$ cat config.mk
export PLATFORM = sky130hd
export DESIGN_NAME = fpnew_noncomp_pipe
export DESIGN_NICKNAME = d
export VERILOG_FILES = /design/src/rtl/fpnew_pkg.sv /design/src/rtl/fpnew_noncomp_stage.sv /design/src/rtl/fpnew_noncomp_pipe.sv
export SDC_FILE = /design/constraint.sdc
export NUM_CORES = 1
export LEC_CHECK = 0
export BUFFER_PORTS_ARGS = -buffer_cell sky130_fd_sc_hd__buf_2
export CAP_MARGIN = 40
export CORE_MARGIN = 1
export CORE_UTILIZATION = 55
export DETAILED_ROUTE_END_ITERATION = 8
export PLACE_DENSITY_LB_ADDON = 0.2
export SLEW_MARGIN = 5
export SYNTH_ARGS = -nofsm -noshare
export SYNTH_HDL_FRONTEND = slang
export SYNTH_SLANG_ARGS = --single-unit
$ cat constraint.sdc
create_clock -name clk_i -period 6.6 [get_ports clk_i]
set_clock_uncertainty 0.05 [all_clocks]
set_input_delay 1.32 -clock clk_i [delete_from_list [all_inputs] [get_ports clk_i]]
set_output_delay 1.32 -clock clk_i [all_outputs]
set_load 0.02 [all_outputs]
$ cat src/rtl/fpnew_pkg.sv
// Shared types and helpers for the FPnew non-computational slice.
// Provides FP format descriptors, rounding-mode / operation encodings, status flags,
// classification masks and the packed per-stage payload of the non-comp pipeline.
package fpnew_pkg;

  typedef enum logic [2:0] {
    FP32    = 3'd0,
    FP64    = 3'd1,
    FP16    = 3'd2,
    FP8     = 3'd3,
    FP16ALT = 3'd4
  } fp_format_e;

  // Widest supported format; stage payloads carry results at this width.
  localparam int unsigned FLEN = 64;
  localparam int unsigned MAX_NONCOMP_PIPE_REGS = 4;

  typedef enum logic [2:0] {
    RNE = 3'b000,
    RTZ = 3'b001,
    RDN = 3'b010,
    RUP = 3'b011,
    RMM = 3'b100,
    ROD = 3'b101,
    DYN = 3'b111
  } roundmode_e;

  typedef enum logic [3:0] {
    FMADD, FNMSUB, ADD, MUL, DIV, SQRT, SGNJ, MINMAX, CMP, CLASSIFY, F2F, F2I, I2F, CPKAB, CPKCD
  } operation_e;

  typedef struct packed {
    logic nv;
    logic dz;
    logic of;
    logic uf;
    logic nx;
  } status_t;

  typedef enum logic [9:0] {
    NEGINF     = 10'b00_0000_0001,
    NEGNORM    = 10'b00_0000_0010,
    NEGSUBNORM = 10'b00_0000_0100,
    NEGZERO    = 10'b00_0000_1000,
    POSZERO    = 10'b00_0001_0000,
    POSSUBNORM = 10'b00_0010_0000,
    POSNORM    = 10'b00_0100_0000,
    POSINF     = 10'b00_1000_0000,
    SNAN       = 10'b01_0000_0000,
    QNAN       = 10'b10_0000_0000
  } classmask_e;

  typedef struct packed {
    logic [FLEN-1:0] result;
    status_t         status;
    logic            ext;
    classmask_e      class_mask;
    logic            is_class;
  } noncomp_result_t;

  function automatic int unsigned exp_bits(fp_format_e fmt);
    case (fmt)
      FP64:       return 11;
      FP16, FP8:  return 5;
      default:    return 8;
    endcase
  endfunction

  function automatic int unsigned man_bits(fp_format_e fmt);
    case (fmt)
      FP64:    return 52;
      FP16:    return 10;
      FP8:     return 2;
      FP16ALT: return 7;
      default: return 23;
    endcase
  endfunction

  function automatic int unsigned fp_width(fp_format_e fmt);
    return 1 + exp_bits(fmt) + man_bits(fmt);
  endfunction

endpackage

$ cat src/rtl/fpnew_noncomp_stage.sv
// One elastic register stage with valid/ready handshake and flush.
// Ports: clk_i/rst_i (sync active-high), flush_i kills the held entry and any load this cycle;
// in_valid_i/in_ready_o/in_data_i upstream side, out_valid_o/out_ready_i/out_data_o downstream.
// The payload register only loads on an accepted transfer and is never reset.
module fpnew_noncomp_stage import fpnew_pkg::*; #(
  parameter type PayloadT = logic
) (
  input  logic    clk_i,
  input  logic    rst_i,
  input  logic    flush_i,
  input  logic    in_valid_i,
  output logic    in_ready_o,
  input  PayloadT in_data_i,
  output logic    out_valid_o,
  input  logic    out_ready_i,
  output PayloadT out_data_o
);

  logic    valid_d, valid_q;
  PayloadT data_d, data_q;

  // Accept when empty or when the current entry leaves this cycle.
  assign in_ready_o = ~valid_q | out_ready_i;

  always_comb begin
    valid_d = valid_q;
    if (flush_i) begin
      valid_d = 1'b0;
    end else if (in_ready_o) begin
      valid_d = in_valid_i;
    end
  end

  always_comb begin
    data_d = data_q;
    if (in_valid_i && in_ready_o) begin
      data_d = in_data_i;
    end
  end

  always_ff @(posedge clk_i) begin
    if (rst_i) begin
      valid_q <= 1'b0;
    end else begin
      valid_q <= valid_d;
    end
  end

  always_ff @(posedge clk_i) begin
    data_q <= data_d;
  end

  assign out_valid_o = valid_q;
  assign out_data_o  = data_q;

endmodule

$ cat src/rtl/fpnew_noncomp_pipe.sv
// FPnew non-computational unit for a single FP format: SGNJ, MINMAX, CMP, CLASSIFY.
// Results are computed combinationally at the input and travel through NumPipeRegs elastic
// stages (0 = combinational pass-through) together with the tag/aux sideband.
// Ports: operands_i/is_boxed_i/rnd_mode_i/op_i/op_mod_i/tag_i/aux_i request payload,
// in_valid_i/in_ready_o request handshake, flush_i drops all in-flight work,
// result_o/status_o/extension_bit_o/class_mask_o/is_class_o/tag_o/aux_o response payload,
// out_valid_o/out_ready_i response handshake, busy_o while any stage holds data.
module fpnew_noncomp_pipe import fpnew_pkg::*; #(
  parameter fp_format_e  FpFormat    = fp_format_e'(0),
  parameter int unsigned NumPipeRegs = 1,
  parameter type         TagType     = logic,
  parameter type         AuxType     = logic,
  localparam int unsigned Width      = fp_width(FpFormat)
) (
  input  logic                  clk_i,
  input  logic                  rst_i,
  input  logic [1:0][Width-1:0] operands_i,
  input  logic [1:0]            is_boxed_i,
  input  roundmode_e            rnd_mode_i,
  input  operation_e            op_i,
  input  logic                  op_mod_i,
  input  TagType                tag_i,
  input  AuxType                aux_i,
  input  logic                  in_valid_i,
  output logic                  in_ready_o,
  input  logic                  flush_i,
  output logic [Width-1:0]      result_o,
  output status_t               status_o,
  output logic                  extension_bit_o,
  output classmask_e            class_mask_o,
  output logic                  is_class_o,
  output TagType                tag_o,
  output AuxType                aux_o,
  output logic                  out_valid_o,
  input  logic                  out_ready_i,
  output logic                  busy_o
);

  localparam int unsigned ExpBits = exp_bits(FpFormat);
  localparam int unsigned ManBits = man_bits(FpFormat);
  localparam logic [Width-1:0] QNan = {1'b0, {ExpBits{1'b1}}, 1'b1, {(ManBits-1){1'b0}}};

  if (NumPipeRegs > MAX_NONCOMP_PIPE_REGS) begin : g_bad_cfg
    $error("NumPipeRegs out of range");
  end

  typedef struct packed {
    noncomp_result_t res;
    TagType          tag;
    AuxType          aux;
  } payload_t;

  // ---------------------------------------------------------------------------
  // Operand preparation and classification
  // ---------------------------------------------------------------------------
  logic [1:0][Width-1:0] opnd;
  logic [1:0]            sign, is_zero, is_inf, is_nan, is_snan;

  for (genvar i = 0; i < 2; i++) begin : g_operand
    logic [ExpBits-1:0] exp_v;
    logic [ManBits-1:0] man_v;
    // A non-boxed operand is replaced by the canonical qNaN before anything else.
    assign opnd[i]    = is_boxed_i[i] ? operands_i[i] : QNan;
    assign sign[i]    = opnd[i][Width-1];
    assign exp_v      = opnd[i][Width-2 -: ExpBits];
    assign man_v      = opnd[i][ManBits-1:0];
    assign is_zero[i] = (exp_v == '0) && (man_v == '0);
    assign is_inf[i]  = (exp_v == '1) && (man_v == '0);
    assign is_nan[i]  = (exp_v == '1) && (man_v != '0);
    assign is_snan[i] = is_nan[i] & ~man_v[ManBits-1];
  end

  logic is_subnormal_a;
  assign is_subnormal_a = (opnd[0][Width-2 -: ExpBits] == '0) & ~is_zero[0];

  logic any_nan, any_snan, both_zero;
  assign any_nan   = |is_nan;
  assign any_snan  = |is_snan;
  assign both_zero = &is_zero;

  // Sign-magnitude ordering in which -0 sorts below +0; used directly by MINMAX.
  logic a_below_b;
  always_comb begin
    if (sign[0] != sign[1]) begin
      a_below_b = sign[0];
    end else if (sign[0]) begin
      a_below_b = opnd[0][Width-2:0] > opnd[1][Width-2:0];
    end else begin
      a_below_b = opnd[0][Width-2:0] < opnd[1][Width-2:0];
    end
  end

  // IEEE comparisons treat the zeros as equal.
  logic cmp_eq, cmp_lt;
  assign cmp_eq = (opnd[0] == opnd[1]) | both_zero;
  assign cmp_lt = a_below_b & ~both_zero;

  classmask_e class_a;
  always_comb begin
    if (is_nan[0]) begin
      class_a = is_snan[0] ? SNAN : QNAN;
    end else if (is_inf[0]) begin
      class_a = sign[0] ? NEGINF : POSINF;
    end else if (is_zero[0]) begin
      class_a = sign[0] ? NEGZERO : POSZERO;
    end else if (is_subnormal_a) begin
      class_a = sign[0] ? NEGSUBNORM : POSSUBNORM;
    end else begin
      class_a = sign[0] ? NEGNORM : POSNORM;
    end
  end

  // ---------------------------------------------------------------------------
  // Operation select
  // ---------------------------------------------------------------------------
  logic [Width-1:0] res_w;
  logic             cmp_raw;
  noncomp_result_t  comp_res;

  always_comb begin
    res_w               = '0;
    cmp_raw             = 1'b0;
    comp_res            = '0;
    comp_res.class_mask = class_a;
    case (op_i)
      SGNJ: begin
        case (rnd_mode_i)
          RNE:     res_w = {sign[1], opnd[0][Width-2:0]};
          RTZ:     res_w = {~sign[1], opnd[0][Width-2:0]};
          RDN:     res_w = {sign[0] ^ sign[1], opnd[0][Width-2:0]};
          RUP:     res_w = opnd[0];
          default: res_w = '0;
        endcase
        comp_res.ext = op_mod_i ? res_w[Width-1] : 1'b1;
      end
      MINMAX: begin
        comp_res.status.nv = any_snan;
        comp_res.ext       = 1'b1;
        if (&is_nan) begin
          res_w = QNan;
        end else if (is_nan[0]) begin
          res_w = opnd[1];
        end else if (is_nan[1]) begin
          res_w = opnd[0];
        end else if (rnd_mode_i == RTZ) begin
          res_w = a_below_b ? opnd[1] : opnd[0];
        end else begin
          res_w = a_below_b ? opnd[0] : opnd[1];
        end
      end
      CMP: begin
        case (rnd_mode_i)
          RNE: begin
            comp_res.status.nv = any_nan;
            cmp_raw            = ~any_nan & (cmp_lt | cmp_eq);
          end
          RTZ: begin
            comp_res.status.nv = any_nan;
            cmp_raw            = ~any_nan & cmp_lt;
          end
          RDN: begin
            comp_res.status.nv = any_snan;
            cmp_raw            = ~any_nan & cmp_eq;
          end
          default: cmp_raw = 1'b0;
        endcase
        res_w = Width'(cmp_raw ^ op_mod_i);
      end
      CLASSIFY: begin
        comp_res.is_class = 1'b1;
      end
      default: ;
    endcase
    comp_res.result = FLEN'(res_w);
  end

  // ---------------------------------------------------------------------------
  // Pipeline
  // ---------------------------------------------------------------------------
  payload_t               stage_data [NumPipeRegs+1];
  logic [NumPipeRegs:0]   stage_valid;
  logic [NumPipeRegs:0]   stage_ready;

  assign stage_data[0].res      = comp_res;
  assign stage_data[0].tag      = tag_i;
  assign stage_data[0].aux      = aux_i;
  assign stage_valid[0]         = in_valid_i;
  assign stage_ready[NumPipeRegs] = out_ready_i;
  assign in_ready_o             = stage_ready[0];

  for (genvar k = 0; k < NumPipeRegs; k++) begin : g_stage
    fpnew_noncomp_stage #(
      .PayloadT (payload_t)
    ) u_stage (
      .clk_i       (clk_i),
      .rst_i       (rst_i),
      .flush_i     (flush_i),
      .in_valid_i  (stage_valid[k]),
      .in_ready_o  (stage_ready[k]),
      .in_data_i   (stage_data[k]),
      .out_valid_o (stage_valid[k+1]),
      .out_ready_i (stage_ready[k+1]),
      .out_data_o  (stage_data[k+1])
    );
  end

  if (NumPipeRegs > 0) begin : g_busy
    assign busy_o = |stage_valid[NumPipeRegs:1];
  end else begin : g_no_busy
    assign busy_o = 1'b0;
    logic unused_ctrl;
    assign unused_ctrl = ^{clk_i, rst_i, flush_i};
  end

  if (Width < FLEN) begin : g_narrow
    logic unused_upper;
    assign unused_upper = ^stage_data[NumPipeRegs].res.result[FLEN-1:Width];
  end

  assign out_valid_o     = stage_valid[NumPipeRegs];
  assign result_o        = stage_data[NumPipeRegs].res.result[Width-1:0];
  assign status_o        = stage_data[NumPipeRegs].res.status;
  assign extension_bit_o = stage_data[NumPipeRegs].res.ext;
  assign class_mask_o    = stage_data[NumPipeRegs].res.class_mask;
  assign is_class_o      = stage_data[NumPipeRegs].res.is_class;
  assign tag_o           = stage_data[NumPipeRegs].tag;
  assign aux_o           = stage_data[NumPipeRegs].aux;

endmodule

# Word-level counts from Yosys, hierarchy flattened
# Index checks and enable logic that the tools add are counted.
# classes
bitwise_logic	19
n_reduce_logical	19
n_mux	28
magnitude_cmp	2
eq_ne	11
# ops
operator	count
32-bit two-way mux	8
32-bit one-hot mux with 4 select lines	1
32-bit one-hot mux with 3 select lines	1
23-bit logical NOT	2
23-bit nonzero test	2
32-bit == test	1
31-bit greater-than comparator	1
31-bit less-than comparator	1
7-bit two-way mux	3
10-bit two-way mux	2
8-bit == test (second input constant)	2
8-bit logical NOT	2
8-bit two-way mux	2
4-bit by 3-bit == test with 1-bit output (second input constant)	2
4-bit == test (second input constant)	2
2-bit OR reduction	4
1-bit AND	7
1-bit inverter	7
3-bit by 2-bit == test with 1-bit output (second input constant)	2
1-bit logical AND	6
6-bit two-way mux	1
1-bit one-hot mux with 2 select lines	3
1-bit two-way mux	5
5-bit two-way mux	1
7 further kinds	11
# totals
register_bits	48

# Logic depth before layout (Yosys ltp)
# logic_depth
word_depth	12
depth_mapped	18
ltp_nobuf	12

# Modules after synthesis
# Synthesis repeated with hierarchy kept, for this count alone.
# hier_totals
cells_unflattened	406
hier_area_um2	4645.7
# by_module_without_submodules
module	seq_area_each_um2	n_inst	area_each_um2	cells_each
fpnew_noncomp_stage	2512.4	1	2549.9	88
fpnew_noncomp_pipe	0.0	1	2095.8	318

# Least setup slack after synthesis
# No wires, ideal clock.
# synth_timing
path_type	input port to flip-flop
from	input is_boxed_i[0]
to	register g_stage[0].u_stage.data_q, in the netlist g_stage[0].u_stage.out_data_o[42] (data pin)
arrival_ps	4637
path_stages	18
setup_ps	270
n_path_buf	6
setup_slack_ps	1642
required_time_ps	6280
path_cell_list	buf_6 buf_6 buf_2 clkbuf_1 clkbuf_1 nor2b_1 inv_1 ha_1 a211oi_1 nor2_1 a211oi_1 o221ai_2 o31a_1 o21a_2 mux2_4 a21oi_4 buf_8 o32ai_2
# synth_lines
element	line	rtl
start: declaration	fpnew_noncomp_pipe.sv:18	input logic [1:0] is_boxed_i,
end signal: assignment	fpnew_noncomp_stage.sv:50	data_q <= data_d;
end: declaration	fpnew_noncomp_stage.sv:20	PayloadT data_d, data_q;

==> metrics <==
CP Data Required Time 6.68 ns; CTS clock-pin slew for the worst setup and hold paths 0.10 ns; max cap viols 0; Worst Hold Class flop to flop; pin count of the biggest net entering global routing 46; DP HPWL 8270 um; kind of critical path primary input to flop; DR WL/cell 16.3 um; Period minus WS final 5.23 ns; Syn Inst Count 437; most frequent cells in the layout buf_2, nand2_1, edfxtp_1; Layout Cells excl Fill 652; Netlist cell types 67; Fin Setup TNS 0 ns; layout cell share with drive strength beyond 1 30.4%; fill count 591; Congestion Overflow GR 0; post-CTS resize count 0; WP data arrival 5.31 ns; Synth Area in XOR/XNOR 1.58%; Adder-Cell Fraction of Synth Area 8.00%; final wirelength 10,600 um; Total Power 775 uW; post-route ant nets 0; Area Overhead vs Synth 19.5%; maximum VDD drop 0.0789 mV; ys async rst share 0%; met2 Usage GRT 47.9%; worst relative slew slack 40.4%; root cell of the clock tree clkbuf_8; leakage power 2.09 nW; Min Hold Slack 0.484 ns; Hold-fix buffers, CTS 0; GP Congestion 0.982; crit share post-route 79.2%; Nets 660; ANT cells 0; Worst Setup End Kind flop; Max clock buf depth 2; slowest cell on the critical path nand2_1; Setup crit start kind primary input; Core Region 0.00683 sq mm; largest family of logic cells by synthesized area simple AND/OR/NAND/NOR gates; vias in the first global route 3,508; Buffers on Ports 130; buffer and inverter count on the worst path 1; initial antenna violation count 0; post-route setup slack 1.37 ns; row count 30; Post-DP Area 0.00455 sq mm; 1st-iter DRT viols 334; Final Hold Fails 0; worst-margin pin slew 0.891 ns; Crit Path Max Fanout 45; Initial Util 57.0%; Yosys top cell area share 36.3%; Post-synth EDFFs 47; Largest stage delay, worst path 0.61 ns; Pwr per Cell Area 167 mW/mm^2; DR DRC count 0; H-tree depth 2; Post-Place Setup Slack 1.23 ns; final design utilization 68.1%; share of synthesized area spent on multiplexers 0.964%; Clock Sink Count 48; flops & latches, synth 48; vias per cell 5.92; Final Setup Violations 0; most common cell after layout, fill and taps aside buf_2; sequential area share after synthesis 36.8%; Tot GR Track Use 29.6%; status completed; DR vias 3,859; Area contributors post-synth edfxtp_1, ha_1, nand2_1; total die area 0.00742 sq mm; cell family with most CP delay simple AND/OR/NAND/NOR gates; Setup Buffers After CTS 0; unrepaired setup endpoints after global routing no; Die Width 86.1 um; I/O pins 135; Synth Area in Simple Gates 24.9%; Main synth FF type edfxtp_1; global-route met3 utilization 4.14%; Syn. warnings 0; Syn Std Cell Area 0.00389 sq mm; area of the multi-input gates 0.00214 sq mm; post-synth top area cell edfxtp_1; placed cell count 644; DR pass1 iterations 5; fmax 191 MHz; critical-path cell list buf_2, nor2b_1, ha_1, nand4_1, a211oi_1, and3_1, o311a_1, o31a_1, nor2_1, nor4b_1, nand2_1, o22ai_1; CTS Buf Count 5; post-synthesis compound-gate area fraction 19.2%; met1 Use GR 40.6%; design area 0.00465 sq mm; Slew Limit Fails 0; CTS tree done; layer with the highest usage met2; Die Y 86.1 um; Skew-Pair Late Insertion Delay 0.31 ns; register area 0.00143 sq mm; global-route wire length before repair 16,900 um; Post-Syn Area per Cell 8.91 sq um
-- layout make-up --
cell class | count | share of cell area, %
inverter | 45 | 3.63
timing repair buffer | 134 | 14.8
sequential | 48 | 30.8
clock inverter | 2 | 0.323
clock buffer | 6 | 1.78
tap | 96 | 2.58
multi-input combinational | 321 | 46.1
-- cell families (layout without fill, tap and decap cells) --
logic type      after synthesis  count (layout)
flops                        48              48
xor+xnor                      7               7
simple gates                185             185
buf+inv                      71             187
other cells                   1               4
mux                           3               3
compound gates               97              97
fa+ha+maj                    25              25
-- state kept, by name (all words and copies together), names as in the netlist --
register and count:
g_stage.u_stage.out_data_o 47, g_stage.u_stage.out_valid_o 1
-- metal layers --
layer  vias to the layer above  share of wire (%)
li1                       1834                  -
met1                      1811                 45
met2                       195                 47
met3                        19                6.9
met4                         0                1.9
met5                         -                  0
-- final timing paths --
check	slack, ns	to	from	cells after the start
worst max-delay path	1.37	g_stage[0].u_stage.out_data_o[31]	is_boxed_i[1]	12
worst min-delay path	0.48	g_stage[0].u_stage.out_valid_o	g_stage[0].u_stage.out_valid_o	2
worst max register to register	5.12	g_stage[0].u_stage.out_data_o[30]	g_stage[0].u_stage.out_valid_o	3
worst min register to register	0.48	g_stage[0].u_stage.out_valid_o	g_stage[0].u_stage.out_valid_o	2
-- where the power goes --
| group | internal [mW] | total (mW) | switching [mW] |
|---|---|---|---|
| clock network | 0.0850 | 0.195 | 0.110 |
| logic | 0.0834 | 0.222 | 0.138 |
| registers | 0.353 | 0.358 | 0.00435 |
-- synth_stat cells, types with 6 or more instances --
cell      count
a211oi_1      6
o21ai_0       8
buf_4         8
and2_1       18
nor4_1       12
xnor2_1       7
nor2b_1      16
edfxtp_1     47
nand3_1       8
clkbuf_1      8
ha_1         24
o22ai_2       7
nand2_1      58
o22ai_1      19
inv_1        45
a21oi_1      20
buf_2         6
nor3_1        8
nor2_1       25
nand4_1      14
-- worst register-to-register path, cell delays in order, from the launching register on --
cell      delay (ns)
dfxtp_1         0.32
nand2b_1        0.10
and2_2          0.44
buf_12          0.27
Power figures use the tool's default switching activity.
